## config.mk

```make
export PLATFORM = sky130hd
export DESIGN_NAME = fetch_issue_queue
export DESIGN_NICKNAME = d
export VERILOG_FILES = /design/src/rtl/fetch_issue_queue.sv
export SDC_FILE = /design/constraint.sdc
export NUM_CORES = 2
export LEC_CHECK = 0
export BUFFER_PORTS_ARGS = -buffer_cell sky130_fd_sc_hd__buf_4
export CORE_MARGIN = 2
export CORE_UTILIZATION = 55
export DETAILED_ROUTE_END_ITERATION = 8
export PLACE_DENSITY = 0.76
export SYNTH_ARGS = -nofsm -noshare
export SYNTH_HDL_FRONTEND = slang
export SYNTH_SLANG_ARGS = --single-unit
```

## constraint.sdc

```tcl
create_clock -name clock_i -period 23.6 [get_ports clock_i]
set_input_delay 1.18 -clock clock_i [delete_from_list [all_inputs] [get_ports clock_i]]
set_output_delay 1.18 -clock clock_i [all_outputs]
set_load 0.1 [all_outputs]
```

## src/rtl/fetch_issue_queue.sv

```systemverilog
// rtl/fetch_issue_queue.sv - fetch-to-decode instruction FIFO with major ID stamping
//
// Purpose:
//   Buffers instruction words from the fetch unit and stamps each accepted
//   word with a monotonically increasing major ID. It then issues the words
//   one per cycle to decode stage 1 over an enable/stall interface. Pushed
//   words are not bypassed: a word written at one edge is loaded into the
//   output registers at the next edge at the earliest.
//
// Optional feature:
//   FETCH_QUEUE_FLUSH_EN - adds flush_i (synchronous, active-high). A flush
//   empties the queue and clears outputEnable_o. The major ID counter keeps
//   running, so IDs stay unique across flushes.
//
// Ports:
//   clock_i              rising-edge clock
//   reset_i              asynchronous active-low reset
//   flush_i              queue flush (only with FETCH_QUEUE_FLUSH_EN)
//   fetchValid_i         fetch presents a word this cycle
//   fetchReady_o         queue can accept a word this cycle
//   fetchInstruction_i   fetched word
//   fetchAddress_i       word address
//   fetchPid_i           process ID
//   fetchTid_i           thread ID
//   stall_i              decode stall: outputs hold, no pop
//   outputEnable_o       outputs carry a newly issued instruction
//   instruction_o        issued instruction word
//   instructionAddress_o issued address
//   instructionPid_o     issued process ID
//   instructionTid_o     issued thread ID
//   instructionMajId_o   issued major ID
//   occupancy_o          number of entries currently queued

module fetch_issue_queue #(
  parameter int addressWidth            = 64,
  parameter int instructionWidth        = 32,
  parameter int PidSize                 = 20,
  parameter int TidSize                 = 16,
  parameter int instructionCounterWidth = 64,
  parameter int queueDepth              = 8,
  parameter int queueAddrWidth          = 3
) (
  input  logic                               clock_i,
  input  logic                               reset_i,
`ifdef FETCH_QUEUE_FLUSH_EN
  input  logic                               flush_i,
`endif
  input  logic                               fetchValid_i,
  output logic                               fetchReady_o,
  input  logic [instructionWidth-1:0]        fetchInstruction_i,
  input  logic [addressWidth-1:0]            fetchAddress_i,
  input  logic [PidSize-1:0]                 fetchPid_i,
  input  logic [TidSize-1:0]                 fetchTid_i,
  input  logic                               stall_i,
  output logic                               outputEnable_o,
  output logic [instructionWidth-1:0]        instruction_o,
  output logic [addressWidth-1:0]            instructionAddress_o,
  output logic [PidSize-1:0]                 instructionPid_o,
  output logic [TidSize-1:0]                 instructionTid_o,
  output logic [instructionCounterWidth-1:0] instructionMajId_o,
  output logic [queueAddrWidth:0]            occupancy_o
);

  localparam logic [queueAddrWidth-1:0]          PtrOne     = (queueAddrWidth)'(1);
  localparam logic [queueAddrWidth:0]            OccOne     = (queueAddrWidth+1)'(1);
  localparam logic [queueAddrWidth:0]            DepthCount = (queueAddrWidth+1)'(queueDepth);
  localparam logic [instructionCounterWidth-1:0] IdOne      = (instructionCounterWidth)'(1);

  // Entry storage, one array per field.
  logic [instructionWidth-1:0]        instr_mem_q [queueDepth];
  logic [addressWidth-1:0]            addr_mem_q  [queueDepth];
  logic [PidSize-1:0]                 pid_mem_q   [queueDepth];
  logic [TidSize-1:0]                 tid_mem_q   [queueDepth];
  logic [instructionCounterWidth-1:0] id_mem_q    [queueDepth];

  logic [queueAddrWidth-1:0]          wr_ptr_q, wr_ptr_d;
  logic [queueAddrWidth-1:0]          rd_ptr_q, rd_ptr_d;
  logic [queueAddrWidth:0]            occ_q, occ_d;
  logic [instructionCounterWidth-1:0] maj_id_q, maj_id_d;

  logic                               out_en_q, out_en_d;
  logic [instructionWidth-1:0]        out_instr_q, out_instr_d;
  logic [addressWidth-1:0]            out_addr_q, out_addr_d;
  logic [PidSize-1:0]                 out_pid_q, out_pid_d;
  logic [TidSize-1:0]                 out_tid_q, out_tid_d;
  logic [instructionCounterWidth-1:0] out_id_q, out_id_d;

  logic fetch_ready;
  logic push;
  logic pop;
  logic mem_we;

  // Ready depends only on registered occupancy. It is also forced low
  // while reset is held, when occupancy alone would report space.
  assign fetch_ready = reset_i && (occ_q < DepthCount);

  always_comb begin
    push        = fetchValid_i && fetch_ready;
    pop         = !stall_i && (occ_q != '0);
    mem_we      = push;
    wr_ptr_d    = wr_ptr_q;
    rd_ptr_d    = rd_ptr_q;
    occ_d       = occ_q;
    maj_id_d    = maj_id_q;
    out_en_d    = out_en_q;
    out_instr_d = out_instr_q;
    out_addr_d  = out_addr_q;
    out_pid_d   = out_pid_q;
    out_tid_d   = out_tid_q;
    out_id_d    = out_id_q;

    if (push) begin
      wr_ptr_d = wr_ptr_q + PtrOne;
      maj_id_d = maj_id_q + IdOne;
    end

    if (pop) begin
      rd_ptr_d    = rd_ptr_q + PtrOne;
      out_en_d    = 1'b1;
      out_instr_d = instr_mem_q[rd_ptr_q];
      out_addr_d  = addr_mem_q[rd_ptr_q];
      out_pid_d   = pid_mem_q[rd_ptr_q];
      out_tid_d   = tid_mem_q[rd_ptr_q];
      out_id_d    = id_mem_q[rd_ptr_q];
    end else if (!stall_i) begin
      // Empty and not stalled: drop enable, keep the last data visible.
      out_en_d = 1'b0;
    end

    unique case ({push, pop})
      2'b10:   occ_d = occ_q + OccOne;
      2'b01:   occ_d = occ_q - OccOne;
      default: occ_d = occ_q;
    endcase

`ifdef FETCH_QUEUE_FLUSH_EN
    // Flush overrides push, pop and stall. The ID counter is left alone
    // so that IDs issued after the flush never repeat earlier ones.
    if (flush_i) begin
      mem_we      = 1'b0;
      wr_ptr_d    = '0;
      rd_ptr_d    = '0;
      occ_d       = '0;
      maj_id_d    = maj_id_q;
      out_en_d    = 1'b0;
      out_instr_d = out_instr_q;
      out_addr_d  = out_addr_q;
      out_pid_d   = out_pid_q;
      out_tid_d   = out_tid_q;
      out_id_d    = out_id_q;
    end
`endif
  end

  // Storage is not reset; occupancy decides which entries are valid.
  always_ff @(posedge clock_i) begin
    if (mem_we) begin
      instr_mem_q[wr_ptr_q] <= fetchInstruction_i;
      addr_mem_q[wr_ptr_q]  <= fetchAddress_i;
      pid_mem_q[wr_ptr_q]   <= fetchPid_i;
      tid_mem_q[wr_ptr_q]   <= fetchTid_i;
      id_mem_q[wr_ptr_q]    <= maj_id_q;
    end
  end

  always_ff @(posedge clock_i or negedge reset_i) begin
    if (!reset_i) begin
      wr_ptr_q    <= '0;
      rd_ptr_q    <= '0;
      occ_q       <= '0;
      maj_id_q    <= '0;
      out_en_q    <= 1'b0;
      out_instr_q <= '0;
      out_addr_q  <= '0;
      out_pid_q   <= '0;
      out_tid_q   <= '0;
      out_id_q    <= '0;
    end else begin
      wr_ptr_q    <= wr_ptr_d;
      rd_ptr_q    <= rd_ptr_d;
      occ_q       <= occ_d;
      maj_id_q    <= maj_id_d;
      out_en_q    <= out_en_d;
      out_instr_q <= out_instr_d;
      out_addr_q  <= out_addr_d;
      out_pid_q   <= out_pid_d;
      out_tid_q   <= out_tid_d;
      out_id_q    <= out_id_d;
    end
  end

  assign fetchReady_o         = fetch_ready;
  assign outputEnable_o       = out_en_q;
  assign instruction_o        = out_instr_q;
  assign instructionAddress_o = out_addr_q;
  assign instructionPid_o     = out_pid_q;
  assign instructionTid_o     = out_tid_q;
  assign instructionMajId_o   = out_id_q;
  assign occupancy_o          = occ_q;

endmodule

```

==> impl_metrics.csv <==
group,metric,value,unit
run_status,run_status,"finished, final reports clean",
placed_design,gp_congestion,0.726,
finish,seq_area,53900,um2
sta,hold_viol_final,0,
sta,setup_viol,0,
yosys,number_of_synthesized_register_bits,1839,
floorplan,ios,338,
floorplan,initial_utilization,55.6,%
finish,multi_input_area,14400,um2
yosys,syn_inst,3243,
drt,final_antenna_net_count,0,
placed_design,dpl.cell_count,5105,
sta,max_clock_freq,223,MHz
yosys,synth_seq_area_share,78.1,%
global_routing,grt_first_pass_wirelength,211,mm
sta,drv_slew,0,
placed_design,dpl.hpwl,72.7,mm
yosys,synth.lib_cells_used.distinct,40,
floorplan,die_height,358,um
worst_setup_path,critical-path-top-cell-by-count,"buf_4",
global_routing,maximum_number_of_pins_on_one_net_before_global_route_repair,170,
sta,finalCritPeriodShare,19.0,%
finish,finish.net_count,3790,
finish,most_frequent_standard_cell_in_the_layout_excluding_fill_and_tap_cells,"edfxtp_1",
clocking,cts_made_buffers,178,
clocking,insertion_delay,0.80,ns
worst_setup_path,worst-endpoint-required,24.21,ns
drt,drt_iter0_markers,2798,
drt,wirelength,140,mm
sta,setup_tns,0,ns
yosys,mappedNetlistNets,3385,
yosys,synth-edff-count,1568,
floorplan,num_rows,129,
global_routing,overflow,0,
worst_setup_path,timing.critical_path.max_delay_family,"buffers and inverters",
sta,tightestPinTransition,1.12,ns
sta,period_needed,4.49,ns
worst_setup_path,sum_of_buffers_and_inverters_on_the_critical_path,3,
finish,layout.filler_cells,8123,
worst_setup_path,cp_num_cells,6,
drt,post_drt_via_cell_ratio,5.93,
yosys,post_synth.cell_area_avg,21.3,um2
floorplan,dieArea,128000,um2
yosys,yosysWarningCount,0,
clocking,cts_post_setup_buffers_inserted,0,
floorplan,die_w,358,um
pwr,ir_worst_vdd,0.000116,V
worst_setup_path,cpPeakStageDelay,1.05,ns
sta,grt_setup_unrepaired,"false",
sta,timing.max_slew.rel_slack,25.2,%
clocking,cts.clk_slew.worst_paths,0.06,ns
finish,final_layout_size_suffix_gt1_share,28.3,%
worst_setup_path,worst_r2r_path_depth,6,
worst_setup_path,startpoint,"rd_ptr_q[0]",
clocking,postCtsResizedCells,0,
worst_setup_path,crit_fanout,46,
worst_setup_path,critical_path_class,"reg -> reg",
finish,area_growth,15.0,%
flow_run,maxCapViolCount,0,
global_routing,grt_pass1_vias,33800,
finish,final_non_filler_cell_total,5438,
worst_setup_path,timing.rr.start,"rd_ptr_q[0]",
yosys,dominantRegCellSynth,"edfxtp_1",
global_routing,grt_antenna_before_repair,4,
pwr,pwr_density_cell,130,nW/um2
placed_design,buffer_ports.inserted,337,
drt,post-route-drc-count,0,
worst_setup_path,cell_by_cell_trace_of_the_critical_path,"buf_4, buf_4, buf_4, mux4_2, mux2i_1, a21oi_1",
floorplan,design.core.area,124000,um2
hold_path,holdCritPathClass,"in -> async",
finish,highest_count_cells_in_the_layout_ignoring_fill_and_taps,"edfxtp_1, mux4_2, buf_4",
worst_setup_path,crit_path_top_delay_cell,"dfrtp_4",
clocking,clk_sink_count,1839,
worst_setup_path,worst_ep_arrival_time,5.09,ns
clocking,cts_buffer_depth,3,
worst_setup_path,regToRegEndpoint,"instruction_o[31]",
yosys,syn_area,68900,um2
clocking,clock-root-buffer,"clkbuf_16",
drt,detail_route.wl_per_cell,25.8,um
finish,post-route-util,64.0,%
drt,drt_first_pass_iters,7,
global_routing,gr-usage-all-layers,22.3,%
clocking,holdBufCountCts,0,
worst_setup_path,worstSetupStartpointType,"flop",
yosys,synth_async_reset_ratio,14.7,%
worst_setup_path,setup.worst_path.end,"instruction_o[31]",
drt,detailroute.via_count,32200,
clocking,ctsHtreeMaxLevel,4,
clocking,tritoncts,"built",
worst_setup_path,end_kind,"flop",
sta,setup_skew_after_layout,0.0325,ns
worst_setup_path,worst-r2r-setup-slack,19.11,ns
pwr,static-leakage-power,27.7,nW
-- sequential cells by signal, summed over array words and instances (netlist names) --
register and cells:
addr_mem_q 512, id_mem_q 512, instr_mem_q 256, instructionAddress_o 64
instructionMajId_o 64, instructionPid_o 20, instructionTid_o 16, instruction_o 32
maj_id_q 64, occupancy_o 4, outputEnable_o 1, pid_mem_q 160
rd_ptr_q 3, tid_mem_q 128, wr_ptr_q 3
-- synthesized netlist by cell type, types with 3 or more instances --
| cell type | instances | area share, % |
|---|---|---|
| edfxtp_1 | 1568 | 68 |
| mux4_2 | 392 | 13 |
| dfrtp_1 | 271 | 9.8 |
| nor2_1 | 223 | 1.2 |
| a21oi_1 | 197 | 1.4 |
| mux2i_1 | 197 | 2.9 |
| clkbuf_1 | 94 | 0.51 |
| buf_2 | 47 | 0.34 |
| nand2_1 | 41 | 0.22 |
| xnor2_1 | 36 | 0.46 |
| xor2_1 | 36 | 0.46 |
| nand3_1 | 17 | 0.12 |
| nand4_1 | 17 | 0.15 |
| buf_1 | 15 | 0.082 |
| nor3_2 | 13 | 0.19 |
| nor3_1 | 12 | 0.087 |
| inv_1 | 9 | 0.049 |
| nor4_1 | 9 | 0.082 |
| and3_1 | 6 | 0.054 |
| ha_1 | 6 | 0.11 |
| nand4_2 | 4 | 0.073 |
| nand4_4 | 4 | 0.12 |
| nor4_2 | 4 | 0.073 |
| nor4_4 | 3 | 0.093 |
| or2_2 | 3 | 0.027 |
-- cells by family after synthesis --
| logic type | after synthesis | share of synthesized area (%) |
|---|---|---|
| buffers and inverters | 167 | 1.00 |
| AO/OA/AOI/OAI | 199 | 1.45 |
| XOR/XNOR | 72 | 0.915 |
| AND/OR/NAND/NOR | 369 | 2.68 |
| flip-flops | 1839 | 78.1 |
| adder cells (fa/ha/maj) | 6 | 0.109 |
| multiplexers | 591 | 15.7 |
-- routing by layer --
| layer | GRT usage (%) | vias to the layer above | part of all wire (%) |
|---|---|---|---|
| met2 | 36.9 | 974 | 51 |
| met4 | 6.68 | 4 | 2.3 |
| met1 | 30.3 | 17100 | 41 |
| met5 | 0 | - | 0.019 |
| met3 | 4.45 | 223 | 6.1 |
| li1 | - | 14000 | - |
-- layout make-up --
type                       count  share of cell area (%)
clock inverter                66                   0.955
inverter                      10                  0.0505
tap                         1637                    2.58
multi-input combinational   1237                    18.2
antenna                        2                 0.00631
sequential                  1839                    67.9
timing repair buffer         382                    3.80
clock buffer                 265                    6.45
-- stage by stage --
stage / setup slack (ns) / hold slack (ns) / cell area (um2) / power, mW
2_1_floorplan: 1.20 / 0.535 / 68900 / 6.78
3_3_place_gp: 18.91 / 0.462 / 73400 / 7.50
3_5_place_dp: 18.84 / 0.480 / 73400 / 7.54
4_1_cts: 18.96 / 0.265 / 79300 / 10.4
5_1_grt: 18.61 / 0.301 / 79300 / 10.7
6_report: 19.11 / 0.312 / 79300 / 10.3
-- where the power goes --
part | internal [mW] | switching, mW
clock | 1.67 | 1.17
sequential | 3.85 | 0.264
combinational | 1.08 | 2.25
total | 6.60 | 3.68
-- worst reg2reg max path: stages, from the launching register on --
cell and delay, ns:
dfrtp_4 1.05, buf_4 0.79, buf_4 0.82, buf_4 0.77
mux4_2 0.64, mux2i_1 0.15, a21oi_1 0.09
-- worst min-delay path by stage --
stage              startpoint                        to  slack (ns)  cells after the start
6_report              reset_i  instructionAddress_o[40]        0.31                      1
5_1_grt               reset_i  instructionAddress_o[42]        0.30                      1
4_1_cts               reset_i  instructionAddress_o[40]        0.27                      1
3_5_place_dp   outputEnable_o            outputEnable_o        0.48                      1
3_3_place_gp   outputEnable_o            outputEnable_o        0.46                      1
2_1_floorplan    maj_id_q[16]           id_mem_q[0][16]        0.53                      0
No activity file was read; power rests on OpenSTA's default activity.
